## src/rtl/fifo_rd_fwft_pkg.sv

```systemverilog
// Shared types for the FIFO read-side FWFT output stage.
// Occupancy encoding of the 2-slot output buffer.
package fifo_rd_fwft_pkg;

  localparam int LVL_W = 2;

  typedef enum logic [LVL_W-1:0] {
    LVL_EMPTY = 2'd0,
    LVL_ONE   = 2'd1,
    LVL_FULL  = 2'd2
  } lvl_e;

  function automatic logic [LVL_W-1:0] lvl_bits(input lvl_e l);
    return LVL_W'(l);
  endfunction

endpackage

```

## src/rtl/fifo_rd_fwft.sv

```systemverilog
// First-word-fall-through read stage: registered-read RAM plus
// pointer empty/advance turned into a valid/ready stream.
module fifo_rd_fwft
  import fifo_rd_fwft_pkg::*;
#(
  parameter int DW = 32
) (
  input  logic          clk,
  input  logic          rst,
  input  logic          i_rd_empty,
  output logic          o_rd_advance,
  input  logic [DW-1:0] i_ram_data,
  output logic          o_valid,
  output logic [DW-1:0] o_data,
  input  logic          i_ready,
  output logic [1:0]    o_level
);

  lvl_e          cnt_q, cnt_d;
  logic [DW-1:0] slot0_q, slot0_d;
  logic [DW-1:0] slot1_q, slot1_d;
  logic          win;
  logic          wout;

  // Pop depends on registered state only, never on i_ready.
  assign o_rd_advance = ~rst & ~i_rd_empty
                      & (cnt_q != LVL_FULL);
  assign win     = o_rd_advance;
  assign o_valid = (cnt_q != LVL_EMPTY);
  assign wout    = o_valid & i_ready;
  assign o_data  = slot0_q;
  assign o_level = lvl_bits(cnt_q);

  always_comb begin
    cnt_d   = cnt_q;
    slot0_d = slot0_q;
    slot1_d = slot1_q;
    unique case (cnt_q)
      LVL_EMPTY: begin
        if (win) begin
          slot0_d = i_ram_data;
          cnt_d   = LVL_ONE;
        end
      end
      LVL_ONE: begin
        if (win && !wout) begin
          slot1_d = i_ram_data;
          cnt_d   = LVL_FULL;
        end else if (win && wout) begin
          slot0_d = i_ram_data;
        end else if (wout) begin
          cnt_d   = LVL_EMPTY;
        end
      end
      LVL_FULL: begin
        if (wout) begin
          slot0_d = slot1_q;
          cnt_d   = LVL_ONE;
        end
      end
      default: begin
        cnt_d = LVL_EMPTY;
      end
    endcase
  end

  always_ff @(posedge clk or posedge rst) begin
    if (rst) begin
      cnt_q   <= LVL_EMPTY;
      slot0_q <= '0;
      slot1_q <= '0;
    end else begin
      cnt_q   <= cnt_d;
      slot0_q <= slot0_d;
      slot1_q <= slot1_d;
    end
  end

  // A third word would be dropped silently; trap it.
  always @(posedge clk) begin
    if (!rst) begin
      assert (o_level != 2'd3);
      assert (!(win && cnt_q == LVL_FULL));
    end
  end

endmodule

```

## config.mk

```make
export PLATFORM = sky130hd
export DESIGN_NAME = fifo_rd_fwft
export DESIGN_NICKNAME = d
export VERILOG_FILES = /design/src/rtl/fifo_rd_fwft_pkg.sv /design/src/rtl/fifo_rd_fwft.sv
export SDC_FILE = /design/constraint.sdc
export NUM_CORES = 1
export LEC_CHECK = 0
export ABC_AREA = 1
export CAP_MARGIN = 25
export CORE_MARGIN = 2
export CORE_UTILIZATION = 51
export DETAILED_ROUTE_END_ITERATION = 10
export GPL_ROUTABILITY_DRIVEN = 0
export PLACE_DENSITY = 0.8
export SLEW_MARGIN = 5
export SYNTH_ARGS = -nofsm -noshare
export SYNTH_HDL_FRONTEND = slang
export SYNTH_SLANG_ARGS = --single-unit
export TNS_END_PERCENT = 50
```

## constraint.sdc

```tcl
create_clock -name clk -period 2.79 [get_ports clk]
set_clock_uncertainty 0.15 [all_clocks]
set_input_delay 0.4185 -clock clk [delete_from_list [all_inputs] [get_ports clk]]
set_output_delay 0.4185 -clock clk [all_outputs]
set_load 0.02 [all_outputs]
```

==> Word level (Yosys, flattened, before mapping) <==
Index checks and enable logic that the tools add are counted.
{ "op_classes": {"n_eq_ne": 9, "muxes": 11, "n_bitwise": 5, "reduce_logical": 9} }
{ "ops": {"columns": ["cell", "count"], "rows": [
  ["$mux W32", 4],
  ["$pmux W32 S3", 1],
  ["$mux W2", 5],
  ["$ne A2 B2 Y1 const B", 5],
  ["$ne A3 B3 Y1 const B", 2],
  ["$pmux W2 S3", 1],
  ["$reduce_and A5 Y1", 1],
  ["$reduce_and A4 Y1", 1],
  ["$and A1 B1 Y1", 3],
  ["$reduce_bool A3 Y1", 1],
  ["$eq A2 B1 Y1 const B", 1],
  ["$eq A2 B2 Y1 const B", 1],
  ["$logic_and A1 B1 Y1", 2],
  ["$logic_not A2 Y1", 1],
  ["$not A1 Y1", 2],
  ["$reduce_and A2 Y1", 1],
  ["$reduce_bool A2 Y1", 1],
  ["$logic_not A1 Y1", 1]
]} }
{ "totals": {"ff_bits": 66, "in_bits": 36, "output_inout_bits": 36, "wordCells": 37} }

==> Longest topological paths before layout <==
{ "depth": {"ltp_word": 7, "depth_mapped": 8, "ltp_nobuf": 6} }

==> Least setup slack after synthesis <==
OpenSTA, ideal clock, no wires.
{ "synth_path": {"kind": "flip-flop to output port", "startpoint": "register cnt_q[1], in the netlist o_level[1]", "endpoint": "output port o_rd_advance", "t_arrival_ns": 1.130, "required_time_ns": 2.222, "slack_ns": 1.092, "stages_incl_launch_ff": 4, "path_buffers": 2, "cell_sequence": "dfrtp_1 buf_6 buf_2 a21oi_1"} }
{ "synth_via": {"elab_chain_len": 2} }
{ "synth_rtl": {"columns": ["element", "line_no", "text"], "rows": [
  ["start: declaration", "fifo_rd_fwft.sv:19", "lvl_e cnt_q, cnt_d;"],
  ["start signal: assignment", "fifo_rd_fwft.sv:73", "cnt_q <= cnt_d;"],
  ["$ne A2 B2 Y1", "fifo_rd_fwft.sv:27", "& (cnt_q != LVL_FULL);"],
  ["$and A1 B1 Y1", "fifo_rd_fwft.sv:27", null],
  ["end: declaration", "fifo_rd_fwft.sv:11", "output logic o_rd_advance,"]
]} }
No other way between the ends.

==> Worst setup path after layout <==
{ "layout_path": {"startpoint": "register cnt_q[1], in the netlist o_level[1]", "endpoint": "output port o_valid"} }
{ "layout_via": {"elab_chain_len": 1} }
{ "layout_rtl": {"columns": ["element", "line_no", "text"], "rows": [
  ["$reduce_bool A2 Y1", "fifo_rd_fwft.sv:29", "assign o_valid = (cnt_q != LVL_EMPTY);"],
  ["end: declaration", "fifo_rd_fwft.sv:13", "output logic o_valid,"]
]} }
No other way between the ends.

==> out/metrics.yaml <==
crit_path_max_incr_delay_ns: 0.78
ys_ff_latch: 66
io_pins: 72
worst_slack_ns: 0.2626
hold_viol_final: 0
synth_area_sq_um: 3278
period_minus_slack_ns: 2.527
num_rows: 29
path_class: "reg2out"
dieArea_sq_um: 7085
register_area_sq_um: 1652
post-cts-setup-buffers: 0
vias: 2782
drc: 0
power.density_nw_per_um2: 782.1
synthSimpleGateAreaFrac: 0.3187
power_leakage_nw: 2.146
postRouteAntennaNets: 0
syn-num-nets: 434
status: "finished clean"
cts_root_buf: "clkbuf_8"
cts_resized: 0
max_freq_mhz: 395.7
max_slew_margin: 0.5458
synth_compound_area_frac: 0.07863
synth.area.mux_share: 0
dr.pass1.iters: 5
tns_ns: 0
fin_crit_sh: 0.9059
layout-drive-gt1-share: 0.1462
htree_levels: 3
final_common_cell: "nand2_1"
synth_top_area_share: 0.5038
worstPathArrival_ns: 1.96
drtIter0Drc: 221
fill_cells: 552
detailed_place_hpwl_mm: 4.785
synth-adder-area-share: 0
synth.largest_area_cell: "dfrtp_1"
via_per_inst: 5.133
antenna_cells: 0
fin_nets: 496
tritoncts: "built"
grt_pass1_vias: 2721
io_buffers: 71
rsz0062_at_grt: "false"
die_w_microns: 84.18
crit_fanout: 16
multiInputGateArea_sq_um: 1310
antenna_found_initial: 0
tightest_slew_ns: 0.6812
clock_path_buffers: 2
synth_top_family_by_area: "simple AND/OR/NAND/NOR gates"
area_growth_pct: 25.99
start_util: 0.5222
end_kind: "primary output"
critPathTopFamily: "flip-flops"
yosys.area_share.xor_xnor: 0
clock_sinks: 66
grt_first_pass_wirelength_mm: 12.81
report.final.slew_viol_count: 0
grt_overflow_total: 0
core_sq_um: 6277
hold_class: "reg2reg"
syn_inst: 398
crit_chain: "inv_2 > nand2_2 > clkdlybuf4s50_1"
clk_latency_ns: 0.34
vdd_ir_drop_max_v: 0.0004415
yosys-top-cells-area: "dfrtp_1 50%, nand2_1 17%, nand3_1 9.8%, o21ai_2 5.9%, inv_1 4.0%"
cts_hold_buf: 0
pre_cts_ws_ns: 0.3355
routed_wl_mm: 7.478
crit_slowest_cell: "dfrtp_1"
placed_area_sq_um: 3965
drt-wirelength-per-cell_microns: 13.80
final_area_sq_um: 4130
finalSetupViolCount: 0
die_h_microns: 84.18
grt_start_max_net_pins: 40
avgSynthCellArea_sq_um: 8.237
maxCapViolCount: 0
crit_path_start_kind: "flop"
clkTransAtPathRegs_ns: 0.07
cp.required_ns: 2.22
cp_num_buf_inv: 2
cts_made_buffers: 9
final_cell_mix: "145 x nand2_1, 71 x clkdlybuf4s50_1, 66 x dfrtp_1"
ys_seq_area_frac: 0.5038
grt_usage: 0.2277
yosys_warnings: 0
yosysUniqueCellTypes: 16
-- registers in the layout, summed over array words and instances, names as in the netlist --
register / cells
o_data: 32
slot1_q: 32
o_level: 2
-- worst reg2reg max path, cell delays in order, from the launching register on --
cell	delay [ns]
dfrtp_1	0.78
nand2_4	0.40
nand2_4	0.48
nand2_4	0.35
nand2_1	0.16
nand2_1	0.06
-- final timing paths --
| kind | from | to | slack (ns) | cells past startpoint |
|---|---|---|---|---|
| worst min-delay path | o_data[2]$_DFFE_PP0P_ | o_data[2]$_DFFE_PP0P_ | 0.32 | 2 |
| min in group asynchronous | rst | slot1_q[27]$_DFFE_PP0P_ | 0.37 | 2 |
| worst max-delay path | o_level[1]$_DFFE_PP0P_ | o_valid | 0.26 | 3 |
| worst min register to register | o_data[2]$_DFFE_PP0P_ | o_data[2]$_DFFE_PP0P_ | 0.32 | 2 |
| max in group asynchronous | rst | o_data[23]$_DFFE_PP0P_ | 1.49 | 3 |
| worst max register to register | o_level[1]$_DFFE_PP0P_ | o_data[9]$_DFFE_PP0P_ | 0.30 | 5 |
-- cell families after synthesis --
| group | count (synthesis) |
|---|---|
| buf+inv | 63 |
| flops | 66 |
| simple gates | 234 |
| compound gates | 35 |
-- synthesized netlist by cell type --
cell / n
inv_1: 35
inv_2: 2
o21ai_1: 9
nand3_2: 1
buf_4: 2
nand2_4: 4
nand2_2: 18
buf_6: 8
nand3_1: 64
a21oi_1: 1
nand2_1: 145
buf_2: 16
dfrtp_1: 66
o21ai_2: 22
nor2_2: 2
o21ai_0: 3
-- power by group --
group / leakage, nW / internal [W] / switching (W)
logic: 1.24 / 0.000494 / 0.000584
registers: 0.825 / 0.00126 / 0.000193
clock network: 0.0807 / 0.000347 / 0.000351
total: 2.15 / 0.00210 / 0.00113
-- per-stage QoR --
step	util	hold WS [ns]	power [W]	cells
2_1_floorplan	-	0.3037	0.002098	398
3_3_place_gp	0.6317	0.3047	0.002507	526
3_5_place_dp	0.6317	0.3082	0.002550	526
4_1_cts	0.6580	0.3251	0.003250	542
5_1_grt	0.6580	0.3480	0.003428	542
6_report	0.6580	0.3212	0.003230	542
-- routing by layer --
| layer | up-vias | global-route usage | routed length, microns |
|---|---|---|---|
| met2 | 92 | 0.3442 | 3375 |
| met5 | - | 0 | 0 |
| met4 | 0 | 0.09971 | 161 |
| met1 | 1303 | 0.3203 | 3463 |
| met3 | 12 | 0.04720 | 478 |
| li1 | 1375 | - | - |
-- cell type report --
| class | count | area share |
|---|---|---|
| Multi-Input combinational cell | 269 | 0.3172 |
| Inverter | 37 | 0.03363 |
| Tap cell | 77 | 0.02333 |
| Timing Repair Buffer | 77 | 0.1860 |
| Clock inverter | 2 | 0.003029 |
| Clock buffer | 14 | 0.03696 |
| Sequential cell | 66 | 0.3999 |
No activity file was read; power rests on OpenSTA's default activity.
==> patch 1: new RTL, config.mk and constraints unchanged <==
Set the parameter `DW` to 16 (it was 32).
--- a/src/rtl/fifo_rd_fwft.sv
+++ b/src/rtl/fifo_rd_fwft.sv
@@ -4,5 +4,5 @@
   import fifo_rd_fwft_pkg::*;
 #(
-  parameter int DW = 32
+  parameter int DW = 16
 ) (
   input  logic          clk,
Ports: changed (resized i_ram_data and o_data); port bits go from 72 to 40. The function was not compared with the original's and may differ.
==> patch 1 against the unedited design <==
  * Sequential power fell by 41%
  * Cell area fell by 47%
  * Sequential cell count fell by 32
  * Wire length fell by 52%
  * Total power fell by 29%
  * Via count fell by 47%
  * Area after synthesis fell by 45%
  * First-iteration DRC count fell by 73%
  * Setup slack improved by 0.11 ns
  * Largest power group is now combinational cells
==> patch 1: results (changes against the unedited design) <==
outcome complete, no violations; NumNets Final 265 (-47%); Worst Hold Depth 2 (unchanged); fraction of layout cells with a size suffix above 1 0.126 (-0.0202); PortBufs 39 (-45%); Hold Crit Class reg2reg; Slew @ Worst Pin 0.489 ns (-0.193 ns); asr flop ratio synth 1.00 (unchanged); largest cells by area after synthesis dfrtp_1 (47%), nand2_1 (18%), nand3_1 (14%); drt first pass iters 4 (-1); H-Tree Depth 2 (-1); total number of vias 1469 (-47%); min-delay src o_data[8]$_DFFE_PP0P_; cells after synthesis 208 (-48%); Synth cell types 17 (+1); Yosys warning total 0 (unchanged); Commonest cells post-synth nand2_1 (88), nand3_1 (49), dfrtp_1 (34); Compound-Gate Fraction of Synth Area 0.00557 (-0.0731); first-pass GRT wire length 6360 µm (-50%); CP max-delay cell clkdlybuf4s50_1; Min-Delay Endpoint o_data[8]$_DFFE_PP0P_; VDD IR max 0.000487 V (+10%); reg2reg end o_data[3]$_DFFE_PP0P_; GRT Total Usage 0.207 (-0.0203); Placed Instance Area 2140 µm² (-46%); initial antenna violation count 0 (unchanged); cts bufs inserted 5 (-4); critical path data arrival time 1.85 ns (-0.11 ns); Resize count post-CTS 0 (unchanged); Final HPWL DP 2480 µm (-48%); Skew-Pair Late Insertion Delay 0.34 ns (about the same); Synth Area in XOR/XNOR 0 (unchanged); leakage 1.13 nW (-48%); critical-path maximum fanout 2 (-14); slowest stage delay, CP 0.62 ns (-0.16 ns); fillers 336 (-39%); vias in the first global route 1389 (-49%); DR WL/cell 12.2 µm (-12%); drt first-iter violations 60 (-73%); ANT cells 0 (unchanged); Root Buffer clkbuf_4; Placed Cells 284 (-46%); largest net degree at the start of global routing 35 (-13%); Reg2Reg Launch Point o_level[0]$_DFFE_PP0P_; worst-case reg-to-reg path depth 6 (+1); Reg clk slew, reported paths 0.09 ns (+0.02 ns); adder-cell share of the synthesized area 0 (unchanged); CTS Buffer Depth 2 (unchanged); R2R Setup Slk 0.99 ns (+0.69 ns); syn_nets 228 (-47%); Post-CTS Setup Inserts 0 (unchanged); Post-Layout Cell Count 292 (-46%); post-synthesis mux area share 0 (unchanged); sequential area share after synthesis 0.474 (-0.0303)
patch 1: cell types whose count changed after synthesis, sizes merged:
cell	unedited run	this run
a21oi	1	2
o21ai	34	0
nand3	65	49
inv	37	6
nand2	167	104
buf	26	11
dfrtp	66	34
patch 1: cells by family (layout without fill, tap and decap cells):
kind of cell           Yosys count  in the layout
DFF                             34             34
and+or+nand+nor                155            155
AOI/OAI and AO/OA                2              2
buffers and inverters           17             55
patch 1: layout make-up:
cell class                 instances  area, µm²  area share
timing repair buffer              41        405       0.184
sequential                        34        851       0.387
multi-input combinational        157        796       0.362
inverter                           6       30.0      0.0137
clock buffer                       7       55.1      0.0250
clock inverter                     1       5.00     0.00228
tap                               46       57.6      0.0262
patch 1: stage by stage:
step / setup slack (ns) / hold slack, ns
2_1_floorplan: 0.999 / 0.293
3_5_place_dp: 0.369 / 0.309
3_3_place_gp: 0.382 / 0.304
4_1_cts: 0.368 / 0.331
5_1_grt: 0.273 / 0.355
6_report: 0.376 / 0.328
patch 1: where the power goes:
group,internal (mW),switching (mW),total [mW]
logic,0.461,0.687,1.15
registers,0.724,0.136,0.860
clock network,0.122,0.155,0.277
total,1.31,0.978,2.29
patch 1: worst max path at each step:
stage / startpoint / endpoint / slack (ns) / cells past startpoint
after floorplan: o_level[0]$_DFFE_PP0P_ / o_rd_advance / 1.0 / 4
after detailed placement: rst / o_rd_advance / 0.37 / 5
final: i_rd_empty / o_rd_advance / 0.38 / 5
after global placement: i_rd_empty / o_rd_advance / 0.38 / 5
after global routing: rst / o_rd_advance / 0.27 / 5
after CTS: i_rd_empty / o_rd_advance / 0.37 / 5
patch 1: metal layers:
metal  global-route usage  part of all wire
met4               0.0707             0.018
met3               0.0714             0.058
met1                0.284              0.47
met2                0.308              0.45
met5                    0                 0
patch 1: worst max-delay path, delay by kind of cell:
family	cells	cell delay, ns
buffers and inverters	3	1.13
AO/OA/AOI/OAI	1	0.11
AND/OR/NAND/NOR	1	0.18
==> patch 2: new RTL, same flow settings <==
Without the edit above. Reset style: synchronous (`rst`), changed in one clocked block.
--- a/src/rtl/fifo_rd_fwft.sv
+++ b/src/rtl/fifo_rd_fwft.sv
@@ -65,5 +65,5 @@
   end
 
-  always_ff @(posedge clk or posedge rst) begin
+  always_ff @(posedge clk) begin
     if (rst) begin
       cnt_q   <= LVL_EMPTY;
Check against the original RTL: differs if rst is asserted again (counterexample within 4 cycles, from zero or initial values and one cycle with rst high); with rst held inactive, the same outputs for 10 cycles.
==> patch 2 against the unedited design <==
  * Setup slack improved by 0.14 ns
  * Area after synthesis is 6.4% lower
  * Synthesized cell count increased by 24%
  * Non-clock buffer count shrank 1
  * Critical path type is now in2out
  * Critical path depth rose by 1
  * Sequential share of layout area decreased by 6.7 points
  * Cell area is 3.8% lower
  * Register-to-register slack better by 0.86 ns
  * Wire length down 16%
  * Sequential cell count unchanged
Power is not compared: it rests on default switching activity, and its combinational part moved more than twofold at a synthesized area within 25%.
==> patch 2: results (changes against the unedited design) <==
Max-slew headroom 0.632 (+0.0864); drt first-iter violations 121 (-45%); vias in the first global route 2476 (-9.0%); fillers 496 (-10%); multi-input combinational area share 0.339 (+0.0219); Final HPWL DP 3950 µm (-17%); Min-Delay Endpoint o_level[1]$_SDFFE_PP0P_; critical-path maximum fanout 4 (-12); R2R Setup Slk 1.16 ns (+0.86 ns); asr flop ratio synth 0 (-1.00); GRT Total Usage 0.200 (-0.0281); Commonest cells post-synth nand2_1 (156), nor2_1 (130), dfxtp_1 (66), inv_1 (66), o21ai_0 (32); Yosys warning total 0 (unchanged); NumNets Final 591 (+19%); buffer share of cell area 0.195 (+0.00858); CTS Buffer Depth 2 (unchanged); critical path's top delay family buffers and inverters; critical path data arrival time 1.82 ns (-0.14 ns); Reg2Reg Launch Point o_level[0]$_SDFFE_PP0P_; Non-clock inverters 68 (+84%); Syn Area/Cell 6.21 µm² (-25%); first-pass GRT wire length 10200 µm (-20%); Reg clk slew, reported paths ~0.06 ns; dpl ws 0.389 ns (+0.0531 ns); drt first pass iters 4 (-1); Main synth FF type dfxtp_1; CP max-delay cell clkdlybuf4s50_1; reg2reg end o_data[8]$_SDFFE_PP0P_; Worst Hold Depth 1 (-1); Placed Cells 619 (+18%); Signal buffers 76 (-1.3%); Worst Setup SP rst; min-delay src o_level[0]$_SDFFE_PP0P_; register area 1320 µm² (-20%); end of the critical path o_rd_advance; worst-case reg-to-reg path depth 6 (+1); total number of vias 2838 (+2.0%); outcome complete, no violations; via-per-instance ratio 4.47 (-13%); largest cells by area after synthesis dfxtp_1 (43%), nand2_1 (19%), nor2_1 (16%); largest net degree at the start of global routing 65 (+63%)
[patch 2: cell count changes after synthesis, moves of 5 or more]
cell      change
o21ai_1       -9
clkbuf_1      +7
nand2_1      +11
buf_6         -5
o21ai_0      +29
nor2_1      +130
dfrtp_1      -66
o21ai_2      -22
inv_1        +31
nand3_1      -64
dfxtp_1      +66
nand2_2       -7
[patch 2: stage by stage]
step	hold slack, ns	power, mW	cell area, µm²
final	0.363	2.17	3970
after global routing	0.394	2.28	3970
after CTS	0.362	2.19	3970
after detailed placement	0.353	1.44	3790
after global placement	0.321	1.43	3790
after floorplan	0.338	1.27	3070
[patch 2: routing by layer]
metal	up-vias	track usage	share of wire
met4	0	0.0750	0.017
met3	10	0.0615	0.047
met5	-	0	0
met1	1227	0.223	0.47
met2	46	0.356	0.47
li1	1555	-	-
[patch 2: kinds of logic after synthesis]
| group | synth area share |
|---|---|
| flops | 0.430 |
| buf+inv | 0.132 |
| simple gates | 0.381 |
| compound gates | 0.0563 |
